## config.mk

```make
export PLATFORM = sky130hd
export DESIGN_NAME = hazard_seq_ctrl
export DESIGN_NICKNAME = d
export VERILOG_FILES = /design/src/rtl/hazard_seq_ctrl.sv
export SDC_FILE = /design/constraint.sdc
export NUM_CORES = 1
export LEC_CHECK = 0
export CAP_MARGIN = 30
export CELL_PAD_IN_SITES_DETAIL_PLACEMENT = 1
export CELL_PAD_IN_SITES_GLOBAL_PLACEMENT = 1
export CORE_MARGIN = 2
export CORE_UTILIZATION = 29
export CTS_CLUSTER_DIAMETER = 200
export DETAILED_ROUTE_END_ITERATION = 10
export GPL_TIMING_DRIVEN = 0
export PLACE_DENSITY_LB_ADDON = 0.3
export SYNTH_ARGS = -nofsm -noshare
export SYNTH_HDL_FRONTEND = slang
export SYNTH_SLANG_ARGS = --single-unit
```

## constraint.sdc

```tcl
create_clock -name clk -period 2.4 [get_ports clk]
set_input_delay 0.24 -clock clk [delete_from_list [all_inputs] [get_ports clk]]
set_output_delay 0.24 -clock clk [all_outputs]
set_load 0.1 [all_outputs]
```

## src/rtl/hazard_seq_ctrl.sv

```systemverilog
// rtl/hazard_seq_ctrl.sv - pipeline hazard, branch-flush and memory-wait sequencer
// Registered RUN/MEM_WAIT state; all pipeline controls are combinational from state and inputs.
module hazard_seq_ctrl #(
  parameter bit FWD_DEFAULT = 1'b0,
  parameter int CNT_W       = 16
) (
  input  logic             clk,
  input  logic             rst,
  input  logic             id_valid,
  input  logic [3:0]       id_src1,
  input  logic [3:0]       id_src2,
  input  logic             id_two_src,
  input  logic [3:0]       exe_dest,
  input  logic             exe_wb_en,
  input  logic             exe_mem_r_en,
  input  logic [3:0]       mem_dest,
  input  logic             mem_wb_en,
  input  logic             fwd_en,
  input  logic             branch_taken,
  input  logic             mem_req,
  input  logic             mem_ready,
  output logic             freeze_pc,
  output logic             freeze_if_id,
  output logic             flush_if_id,
  output logic             flush_id_ex,
  output logic             freeze_all,
  output logic [1:0]       state,
  output logic [CNT_W-1:0] stall_cnt
);

  typedef enum logic [1:0] {
    ST_RUN      = 2'd0,
    ST_MEM_WAIT = 2'd1
  } state_t;

  state_t           r_state;
  state_t           w_next_state;
  logic [CNT_W-1:0] r_stall_cnt;
  logic             w_fwd_active;
  logic             w_exe_hit;
  logic             w_mem_hit;
  logic             w_hazard;
  logic             w_mem_stall;
  logic             w_bubble;

  // Register 0xF is the "no register" encoding, so it never creates a dependency.
  assign w_exe_hit = exe_wb_en && (exe_dest != 4'hF) &&
                     ((exe_dest == id_src1) || (id_two_src && (exe_dest == id_src2)));
  assign w_mem_hit = mem_wb_en && (mem_dest != 4'hF) &&
                     ((mem_dest == id_src1) || (id_two_src && (mem_dest == id_src2)));

  // With forwarding, only a load result in EXE cannot be bypassed in time.
  assign w_fwd_active = fwd_en | FWD_DEFAULT;
  assign w_hazard     = id_valid &&
                        (w_fwd_active ? (w_exe_hit && exe_mem_r_en) : (w_exe_hit || w_mem_hit));

  assign w_mem_stall = mem_req && !mem_ready;

  always_ff @(posedge clk) begin
    if (rst) begin
      r_state <= ST_RUN;
    end else begin
      r_state <= w_next_state;
    end
  end

  always_comb begin
    w_next_state = r_state;
    freeze_pc    = 1'b0;
    freeze_if_id = 1'b0;
    flush_if_id  = 1'b0;
    flush_id_ex  = 1'b0;
    freeze_all   = 1'b0;
    w_bubble     = 1'b0;
    if (!rst) begin
      case (r_state)
        ST_RUN: begin
          if (w_mem_stall) begin
            w_next_state = ST_MEM_WAIT;
            freeze_all   = 1'b1;
          end
        end
        ST_MEM_WAIT: begin
          // Leaving on ready or on an abandoned request; a new request is judged in RUN.
          if (w_mem_stall) begin
            freeze_all = 1'b1;
          end else begin
            w_next_state = ST_RUN;
          end
        end
        default: w_next_state = ST_RUN;
      endcase
      if (!freeze_all) begin
        if (branch_taken) begin
          flush_if_id = 1'b1;
          flush_id_ex = 1'b1;
        end else if (w_hazard) begin
          freeze_pc    = 1'b1;
          freeze_if_id = 1'b1;
          flush_id_ex  = 1'b1;
          w_bubble     = 1'b1;
        end
      end
    end
  end

  always_ff @(posedge clk) begin
    if (rst) begin
      r_stall_cnt <= '0;
    end else if (w_bubble && (r_stall_cnt != {CNT_W{1'b1}})) begin
      r_stall_cnt <= r_stall_cnt + {{(CNT_W-1){1'b0}}, 1'b1};
    end
  end

  assign state     = r_state;
  assign stall_cnt = r_stall_cnt;

endmodule

```

==> impl_metrics.py, run 1 <==
metrics = {
    "clock_tree": {
        "cts_root_buf": "clkbuf_8",
        "cts_inserted_buffers": 3,
        "insertion_delay_ns": 0.27,
        "clock_tree.buffer_depth": 2,
        "cts_num_sinks": 17,
        "h-tree-depth": 1,
        "cts.reportedPaths.clkPinSlew_ns": 0.07,
        "cts_tree": "built",
    },
    "global_routing": {
        "overflow": 0,
        "grt_antenna_before_repair": 0,
        "grt_pass1_wl_mm": 6.24,
        "grt_util_all_layers": 0.180,
        "grt_pass1_vias": 1417,
        "grt_max_degree": 11,
    },
    "floorplanning": {
        "placementRows": 23,
        "die_y_um": 67.3,
        "num_io_pins": 50,
        "floorplan.initialDensity": 0.295,
        "fp.coreArea_um2": 3940,
        "dieArea_um2": 4540,
        "chipWidth_um": 67.3,
    },
    "flow_run": {
        "max_cap_violations": 0,
    },
    "critical_path": {
        "critical_path.cell_chain": "clkdlybuf4s50_1, xor2_1, o41ai_2, a22oi_2, nand2b_4, nor2_4, buf_4, buf_12",
        "critical_path_data_arrival_time_ns": 2.09,
        "end_kind": "output port",
        "logic_depth_of_the_worst_register_to_register_path": 8,
        "critical_path.top_delay_family": "buffers and inverters",
        "cp_max_fo": 3,
        "critPathKind": "in -> out",
        "number_of_cells_on_the_critical_path": 8,
        "highest_delay_cell_along_the_critical_path": "clkdlybuf4s50_1",
        "rr_endpoint": "stall_cnt[12]",
        "worst_r2r_startpoint": "stall_cnt[0]",
        "slowest_delay_ns": 0.48,
        "start_kind": "input port",
        "worst-path-buf-inv": 3,
        "worst-endpoint-required_ns": 2.16,
        "reg2reg_slack_ns": 0.19,
        "critPathLaunch": "exe_dest[0]",
    },
    "timing": {
        "finalHoldViolations": 0,
        "fin_hold_ws_ns": 0.508,
        "timing_worst_slew_pin_value_ns": 0.974,
        "fin_crit_ns": 2.33,
        "clock.fmax_mhz": 429,
        "slew_headroom": 0.349,
        "layout_worst_path_cycle_share": 0.971,
        "final-setup-viol-count": 0,
        "rsz_0062_raised_after_global_routing": "false",
        "clock_skew_ns": 0.00871,
        "timing.final.max_slew_violations": 0,
    },
    "cells_and_area": {
        "nFillCells": 469,
        "ff_latch_area_um2": 353,
        "layout_overhead_on_the_synthesized_area_pct": 59.4,
        "antenna_cells": 0,
        "final_core_utilization": 0.470,
        "final_layout_size_suffix_gt1_frac": 0.195,
        "design.final.nets": 229,
        "most_common_library_cell_in_the_layout_ignoring_fill_and_taps": "clkdlybuf4s50_1",
        "layout_common_cells": "clkdlybuf4s50_1 (39), a21oi_1 (14)",
        "multiInputGateArea_um2": 810,
        "fin_area_um2": 1850,
    },
    "synthesis": {
        "syn-mean-instance-area_um2": 7.92,
        "ys.warnings.count": 0,
        "yosys_register_bits": 17,
        "syn_inst": 147,
        "postSynthNetCount": 175,
        "netlist-cell-type-count": 31,
        "syn-cell-area_um2": 1160,
        "seq_area_frac_synth": 0.292,
    },
    "place": {
        "io_buffers": 47,
        "finalWeightedCongestion": 0.809,
        "detailedPlacementHpwl_mm": 3.06,
        "dpl-instance-area_um2": 1720,
    },
    "status": {
        "status": "finished, final reports clean",
    },
    "worst_hold_path": {
        "min_path_type": "reg -> reg",
        "worstHoldStart": "stall_cnt[8]",
        "whs_path_depth": 2,
        "whs_endpoint": "stall_cnt[8]",
    },
    "drt": {
        "drt_iter0_drc": 77,
        "avgRoutedWirePerCell_um": 15.7,
        "vias": 1329,
        "route.final.wire_length_mm": 3.93,
        "drt_drc": 0,
        "drtPass1Iterations": 4,
        "detail-route-antenna-nets": 0,
        "drt-vias-per-instance": 5.32,
    },
    "pwr": {
        "worst_ir_drop_vdd_uv": 176,
        "p_leak_nw": 0.653,
        "power.density_cell_area_nw_per_um2": 371,
    },
}
layout make-up:
cell class | count | share of cell area
clock inverters | 1 | 0.00270
flip-flops and latches | 17 | 0.190
multi-input cells | 118 | 0.437
repair buffers | 50 | 0.283
well taps | 50 | 0.0337
inverters | 3 | 0.00607
clock buffers | 3 | 0.0223
plain buffers | 8 | 0.0256
routing by layer:
layer	track usage	up-vias	routed length [um]
met3	0.0367	5	168
met5	0	-	0
met4	0.0459	0	52
met2	0.348	33	2140
met1	0.199	640	1570
li1	-	651	-
Yosys cell counts:
cell | count | area share
xor2_1 | 6 | 0.045
inv_1 | 3 | 0.0097
buf_4 | 2 | 0.013
a41oi_1 | 1 | 0.0075
or3b_2 | 1 | 0.0075
a22oi_1 | 1 | 0.0065
nor3_1 | 4 | 0.017
and4_1 | 1 | 0.0075
nand2b_1 | 3 | 0.016
nor4b_1 | 1 | 0.0075
a21oi_1 | 15 | 0.065
or3_1 | 10 | 0.054
o21ai_0 | 10 | 0.043
or4_1 | 5 | 0.032
nand3_1 | 9 | 0.039
buf_2 | 2 | 0.0086
o31ai_1 | 5 | 0.032
conb_1 | 1 | 0.0032
dfxtp_1 | 17 | 0.29
buf_1 | 1 | 0.0032
nor2_1 | 8 | 0.026
clkbuf_1 | 3 | 0.0097
mux2_2 | 2 | 0.019
nand4_1 | 10 | 0.054
ha_1 | 1 | 0.011
o41ai_2 | 2 | 0.028
and3_1 | 6 | 0.032
xnor2_1 | 10 | 0.075
buf_6 | 1 | 0.0097
nand2_1 | 3 | 0.0097
nor2b_1 | 3 | 0.016
worst max-delay path by stage:
stage	endpoint
2_1_floorplan	freeze_pc
3_3_place_gp	freeze_pc
3_5_place_dp	freeze_pc
4_1_cts	freeze_pc
5_1_grt	freeze_pc
6_report	freeze_pc
worst min-delay path: stages (launching register included):
cell and delay (ns):
dfxtp_2 0.34, o21ai_0 0.07, a21oi_1 0.06
where the power goes:
group	switching (mW)	internal [mW]	total, mW
registers	0.000388	0.282	0.283
logic	0.0989	0.0756	0.174
clock network	0.115	0.116	0.231
sequential cells by signal, summed over array words and instances, names as in the netlist:
register   flops
stall_cnt     16
state          1
through the flow:
| step | power (mW) | worst slack, ns | setup TNS (ns) | instances |
|---|---|---|---|---|
| floorplan | 0.379 | -0.325 | -0.325 | 147 |
| global placement | 0.449 | -1.05 | -3.92 | 244 |
| detailed placement | 0.455 | -1.09 | -4.19 | 244 |
| CTS | 0.683 | 0.0345 | 0 | 249 |
| global route | 0.714 | 0.0203 | 0 | 250 |
| finish | 0.688 | 0.0694 | 0 | 250 |
kinds of logic after synthesis:
logic type	Yosys count	share of synthesized area
other	1	0.00322
adders and majority gates	1	0.0108
and+or+nand+nor	64	0.318
buffers and inverters	12	0.0538
DFF	17	0.292
xor gates and xnor gates	16	0.120
muxes	2	0.0194
AOI/OAI and AO/OA	34	0.182
timing repair:
action | in CTS | in global routing
endpoints found under the setup margin | 5 | 6
setup buffers | 2 | 1
resized for setup | 32 | 11
pin swaps | 1 | 2
hold buffers | 0 | 0
Power figures use the tool's default switching activity.
==> run 2, diff against run 1 <==
--- a/config.mk
+++ b/config.mk
@@ -8,11 +8,11 @@
 export CAP_MARGIN = 30
 export CELL_PAD_IN_SITES_DETAIL_PLACEMENT = 1
 export CELL_PAD_IN_SITES_GLOBAL_PLACEMENT = 1
-export CORE_MARGIN = 2
 export CORE_UTILIZATION = 29
 export CTS_CLUSTER_DIAMETER = 200
 export DETAILED_ROUTE_END_ITERATION = 10
 export GPL_TIMING_DRIVEN = 0
+export HOLD_SLACK_MARGIN = 0.1
 export PLACE_DENSITY_LB_ADDON = 0.3
 export SYNTH_ARGS = -nofsm -noshare
 export SYNTH_HDL_FRONTEND = slang
==> run 2 against run 1 <==
  * Design area is 2.4% lower
  * Core utilization up 1.3 points
  * Largest power group unchanged
  * Worst hold slack got worse by 0.020 ns
  * Clock power fell by 2%
  * First-iteration DRC count is 6.5% higher
  * Combinational power about the same
  * Final cell count shrank 1.2%
  * Register-to-register slack improved by 0.05 ns
  * Setup slack worse by 0.022 ns
  * Critical path depth is the same
  * Maximum frequency decreased by 0.91%
  * Flip-flop and latch count unchanged
  * Critical endpoint unchanged
==> impl_metrics.py, run 2 (synthesized netlist as in run 1, its figures left out) <==
metrics = {
    "status": {
        "status": "finished, final reports clean",
    },
    "place": {
        "detailedPlacementHpwl_mm": 3.16,
        "dpl-instance-area_um2": 1710,
        "finalWeightedCongestion": 0.812,
        "place_ws_ns": -1.12,
        "place.detailed.instances": 242,
        "io_buffers": 47,
    },
    "cells_and_area": {
        "layout_common_cells": "clkdlybuf4s50_1 (38), a21oi_1 (14)",
        "largest_reg_flops": 16,
        "layout_overhead_on_the_synthesized_area_pct": 55.5,
        "antenna_cells": 0,
        "final_core_utilization": 0.483,
        "filler_free_cell_count_of_the_finished_design": 247,
        "design.final.nets": 228,
        "fin_area_um2": 1810,
        "most_common_library_cell_in_the_layout_ignoring_fill_and_taps": "clkdlybuf4s50_1",
        "final_layout_size_suffix_gt1_frac": 0.186,
    },
    "clock_tree": {
        "cts_tree": "built",
        "insertion_delay_ns": 0.26,
        "clock_tree.buffer_depth": 2,
        "ctsHoldBuffers": 0,
        "cts.reportedPaths.clkPinSlew_ns": 0.08,
        "h-tree-depth": 1,
        "cts_inserted_buffers": 3,
        "cts_num_sinks": 17,
        "cts_root_buf": "clkbuf_8",
    },
    "pwr": {
        "power.sequential.fraction": 0.415,
        "switchingPower_mw": 0.210,
        "worst_ir_drop_vdd_uv": 192,
        "p_leak_nw": 0.630,
        "intPower_mw": 0.471,
        "switching_share": 0.309,
        "combinational_share_of_power": 0.252,
        "power.density_cell_area_nw_per_um2": 376,
        "totalPowerFinal_mw": 0.681,
        "clock_power_frac": 0.333,
    },
    "timing": {
        "rsz_0062_raised_after_global_routing": "false",
        "layout_worst_path_cycle_share": 0.980,
        "timing.final.max_slew_violations": 0,
        "fin_crit_ns": 2.35,
        "final-setup-viol-count": 0,
        "fin_tns_setup_ns": 0,
        "slew_headroom": 0.341,
        "clock.fmax_mhz": 425,
        "clock_skew_ns": 0.00899,
        "fin_ws_ns": 0.0479,
        "finalHoldViolations": 0,
        "timing_worst_slew_pin_value_ns": 0.985,
        "fin_hold_ws_ns": 0.488,
    },
    "critical_path": {
        "start_kind": "input port",
        "worst-endpoint-required_ns": 2.16,
        "critPathKind": "in -> out",
        "critical_path_data_arrival_time_ns": 2.11,
        "end_kind": "output port",
        "cp_max_fo": 2,
    },
    "drt": {
        "drt_drc": 0,
        "vias": 1348,
        "drtPass1Iterations": 4,
        "route.final.wire_length_mm": 4.06,
        "avgRoutedWirePerCell_um": 16.4,
        "drt-vias-per-instance": 5.46,
        "detail-route-antenna-nets": 0,
        "drt_iter0_drc": 82,
    },
    "floorplanning": {
        "die_y_um": 65.3,
        "num_io_pins": 50,
        "placementRows": 22,
        "fp.coreArea_um2": 3740,
        "chipWidth_um": 65.3,
        "floorplan.initialDensity": 0.311,
        "dieArea_um2": 4270,
    },
    "global_routing": {
        "grt_antenna_before_repair": 0,
        "overflow": 0,
        "grt_pass1_vias": 1393,
        "grt_pass1_wl_mm": 6.68,
        "grt_max_degree": 11,
        "grt_util_all_layers": 0.203,
    },
    "flow_run": {
        "max_cap_violations": 0,
    },
    "worst_hold_path": {
        "min_path_type": "in -> reg",
    },
}
[run 2: routing by layer]
metal | wire, um | track usage | part of all wire | up-vias
li1 | - | - | - | 651
met1 | 1760 | 0.249 | 0.43 | 651
met2 | 2080 | 0.360 | 0.51 | 38
met3 | 140 | 0.0313 | 0.035 | 8
met4 | 69 | 0.0598 | 0.017 | 0
met5 | 0 | 0 | 0 | -
[run 2: repair_timing]
item                       4_1_cts  5_1_grt
gates resized for setup         32        7
pin swaps                        2        2
setup endpoints to repair        5       11
setup buffers                    2        0
[run 2: area by class of cell]
| class | instances | area, um2 |
|---|---|---|
| plain buffers | 8 | 48.8 |
| clock buffers | 3 | 41.3 |
| clock inverters | 1 | 5.00 |
| fillers | 453 | 1930 |
| inverters | 3 | 11.3 |
| multi-input cells | 118 | 783 |
| flip-flops and latches | 17 | 353 |
| well taps | 48 | 60.1 |
| repair buffers | 49 | 507 |
[run 2: final timing paths]
path	start	to	slack (ns)	cells past startpoint
setup / recovery	id_src2[1]	freeze_pc	0.05	8
hold / removal	id_valid	stall_cnt[10]	0.49	4
setup reg to reg	stall_cnt[0]	stall_cnt[12]	0.24	8
hold reg to reg	stall_cnt[6]	stall_cnt[6]	0.49	2
[run 2: worst max-delay path, stage by stage]
cell	delay [ns]
clkdlybuf4s50_1	0.46
xor2_1	0.19
o41ai_2	0.38
a22oi_2	0.15
nand2b_1	0.22
nor2_2	0.16
buf_4	0.14
buf_12	0.16
[run 2: power groups by stage]
stage	logic (mW)	clock network [mW]	registers [mW]
6_report	0.171	0.227	0.283
4_1_cts	0.170	0.230	0.283
3_3_place_gp	0.159	0	0.289
5_1_grt	0.181	0.243	0.283
3_5_place_dp	0.167	0	0.290
2_1_floorplan	0.0838	0	0.295
==> run 3, diff against run 2 <==
--- a/config.mk
+++ b/config.mk
@@ -5,6 +5,7 @@
 export SDC_FILE = /design/constraint.sdc
 export NUM_CORES = 1
 export LEC_CHECK = 0
+export ABC_CLOCK_PERIOD_IN_PS = 2400
 export CAP_MARGIN = 30
 export CELL_PAD_IN_SITES_DETAIL_PLACEMENT = 1
 export CELL_PAD_IN_SITES_GLOBAL_PLACEMENT = 1
@@ -13,7 +14,7 @@
 export DETAILED_ROUTE_END_ITERATION = 10
 export GPL_TIMING_DRIVEN = 0
 export HOLD_SLACK_MARGIN = 0.1
-export PLACE_DENSITY_LB_ADDON = 0.3
+export PLACE_DENSITY = 0.89
 export SYNTH_ARGS = -nofsm -noshare
 export SYNTH_HDL_FRONTEND = slang
 export SYNTH_SLANG_ARGS = --single-unit
==> run 3 against run 2 <==
  * Via count is 1.1% lower
  * Global-route usage is 1.8 points lower
  * Worst hold slack better by 0.018 ns
  * Final cell count is 0.40% higher
  * Maximum frequency is 3.5% higher
  * Combinational power hardly changed
  * Core utilization is 0.40 points higher
  * Setup slack better by 0.079 ns
  * First-iteration DRC count is 44% lower
  * Largest power group unchanged
==> impl_metrics.py, run 3 (synthesized netlist as in run 1, its figures left out) <==
metrics = {
    "status": {
        "status": "finished, final reports clean",
    },
    "critical_path": {
        "critical_path_data_arrival_time_ns": 2.03,
        "end_kind": "output port",
        "logic_depth_of_the_worst_register_to_register_path": 8,
        "start_kind": "input port",
        "critPathKind": "in -> out",
        "worst-endpoint-required_ns": 2.16,
        "cp_max_fo": 9,
    },
    "flow_run": {
        "max_cap_violations": 0,
    },
    "floorplanning": {
        "dieArea_um2": 4270,
        "num_io_pins": 50,
        "floorplan.initialDensity": 0.311,
        "fp.coreArea_um2": 3740,
        "chipWidth_um": 65.3,
        "placementRows": 22,
        "die_y_um": 65.3,
    },
    "drt": {
        "detail-route-antenna-nets": 0,
        "avgRoutedWirePerCell_um": 15.0,
        "drt_drc": 0,
        "drt_iter0_drc": 46,
        "route.final.wire_length_mm": 3.73,
        "drt-vias-per-instance": 5.38,
        "drtPass1Iterations": 4,
        "vias": 1333,
    },
    "cells_and_area": {
        "ff_latch_area_um2": 353,
        "design.final.nets": 229,
        "antenna_cells": 0,
        "nFillCells": 461,
        "final_layout_size_suffix_gt1_frac": 0.185,
        "filler_free_cell_count_of_the_finished_design": 248,
        "most_common_library_cell_in_the_layout_ignoring_fill_and_taps": "clkdlybuf4s50_1",
        "layout_overhead_on_the_synthesized_area_pct": 56.8,
        "layout_common_cells": "clkdlybuf4s50_1 (31), a21oi_1 (14)",
        "largest_reg_flops": 16,
        "multiInputGateArea_um2": 790,
    },
    "global_routing": {
        "overflow": 0,
        "grt_pass1_vias": 1380,
        "grt_util_all_layers": 0.185,
        "grt_pass1_wl_mm": 6.21,
        "grt_antenna_before_repair": 0,
        "grt_max_degree": 11,
    },
    "worst_hold_path": {
        "min_path_type": "reg -> reg",
        "whs_path_depth": 2,
    },
    "timing": {
        "timing_worst_slew_pin_value_ns": 0.987,
        "clock_skew_ns": 0.00182,
        "finalHoldViolations": 0,
        "clock.fmax_mhz": 440,
        "fin_tns_setup_ns": 0,
        "slew_headroom": 0.340,
        "layout_worst_path_cycle_share": 0.947,
        "rsz_0062_raised_after_global_routing": "false",
        "fin_crit_ns": 2.27,
        "timing.final.max_slew_violations": 0,
        "final-setup-viol-count": 0,
    },
    "clock_tree": {
        "cts_inserted_buffers": 3,
        "cts_tree": "built",
        "ctsHoldBuffers": 0,
        "clock_tree.buffer_depth": 2,
        "cts_root_buf": "clkbuf_8",
        "insertion_delay_ns": 0.25,
        "cts_num_sinks": 17,
        "h-tree-depth": 1,
        "cts.reportedPaths.clkPinSlew_ns": 0.07,
    },
    "pwr": {
        "totalPowerFinal_mw": 0.672,
        "worst_ir_drop_vdd_uv": 165,
        "power.density_cell_area_nw_per_um2": 368,
        "p_leak_nw": 0.661,
    },
    "place": {
        "detailedPlacementHpwl_mm": 2.77,
        "finalWeightedCongestion": 0.783,
        "io_buffers": 47,
        "place.detailed.instances": 242,
    },
}
## run 3: area by class of cell
cell class,instances,area share
well taps,48,0.0329
repair buffers,49,0.277
clock buffers,4,0.0247
flip-flops and latches,17,0.193
multi-input cells,118,0.433
inverters,3,0.00617
plain buffers,9,0.0329
## run 3: critical path, stage by stage
cell,delay (ns)
dlygate4sd2_1,0.28
xnor2_1,0.23
nand2_1,0.11
o41ai_2,0.31
a22oi_2,0.11
buf_6,0.16
nand2b_4,0.15
nor2_4,0.14
buf_4,0.13
buf_12,0.16
## run 3: routing by layer
metal / wire (um) / global-route usage / vias to the layer above
li1: - / - / 653
met1: 1600 / 0.217 / 633
met5: 0 / 0 / -
met4: 21 / 0.0380 / 0
met3: 198 / 0.0399 / 3
met2: 1900 / 0.340 / 44
## run 3: report_power, final
group / switching [mW] / total (mW) / internal, mW / leakage (nW)
sequential: 0.000330 / 0.283 / 0.283 / 0.142
clock: 0.103 / 0.221 / 0.118 / 0.0228
combinational: 0.0964 / 0.168 / 0.0717 / 0.496
total: 0.200 / 0.672 / 0.472 / 0.661
## run 3: path summary, 6_finish.rpt
path,to,from,slack (ns)
max,freeze_pc,exe_dest[2],0.13
min,stall_cnt[4],stall_cnt[4],0.51
max reg2reg,stall_cnt[12],stall_cnt[0],0.16
min reg2reg,stall_cnt[4],stall_cnt[4],0.51
## run 3: stage by stage
step	util	hold slack [ns]	setup WS [ns]	area (um2)
after floorplan	-	0.411	-0.325	1180
after global placement	0.458	0.483	-1.06	1710
after detailed placement	0.458	0.495	-1.08	1710
after CTS	0.477	0.491	-0.0103	1780
after global routing	0.487	0.531	0.00449	1820
final	0.487	0.506	0.127	1820
## run 3: what timing repair did
action	CTS	global route
buffers inserted	1	1
hold endpoints to repair	0	0
cloned	0	0
setup endpoints to repair	5	7
pin swaps	4	5
resized for setup	40	10
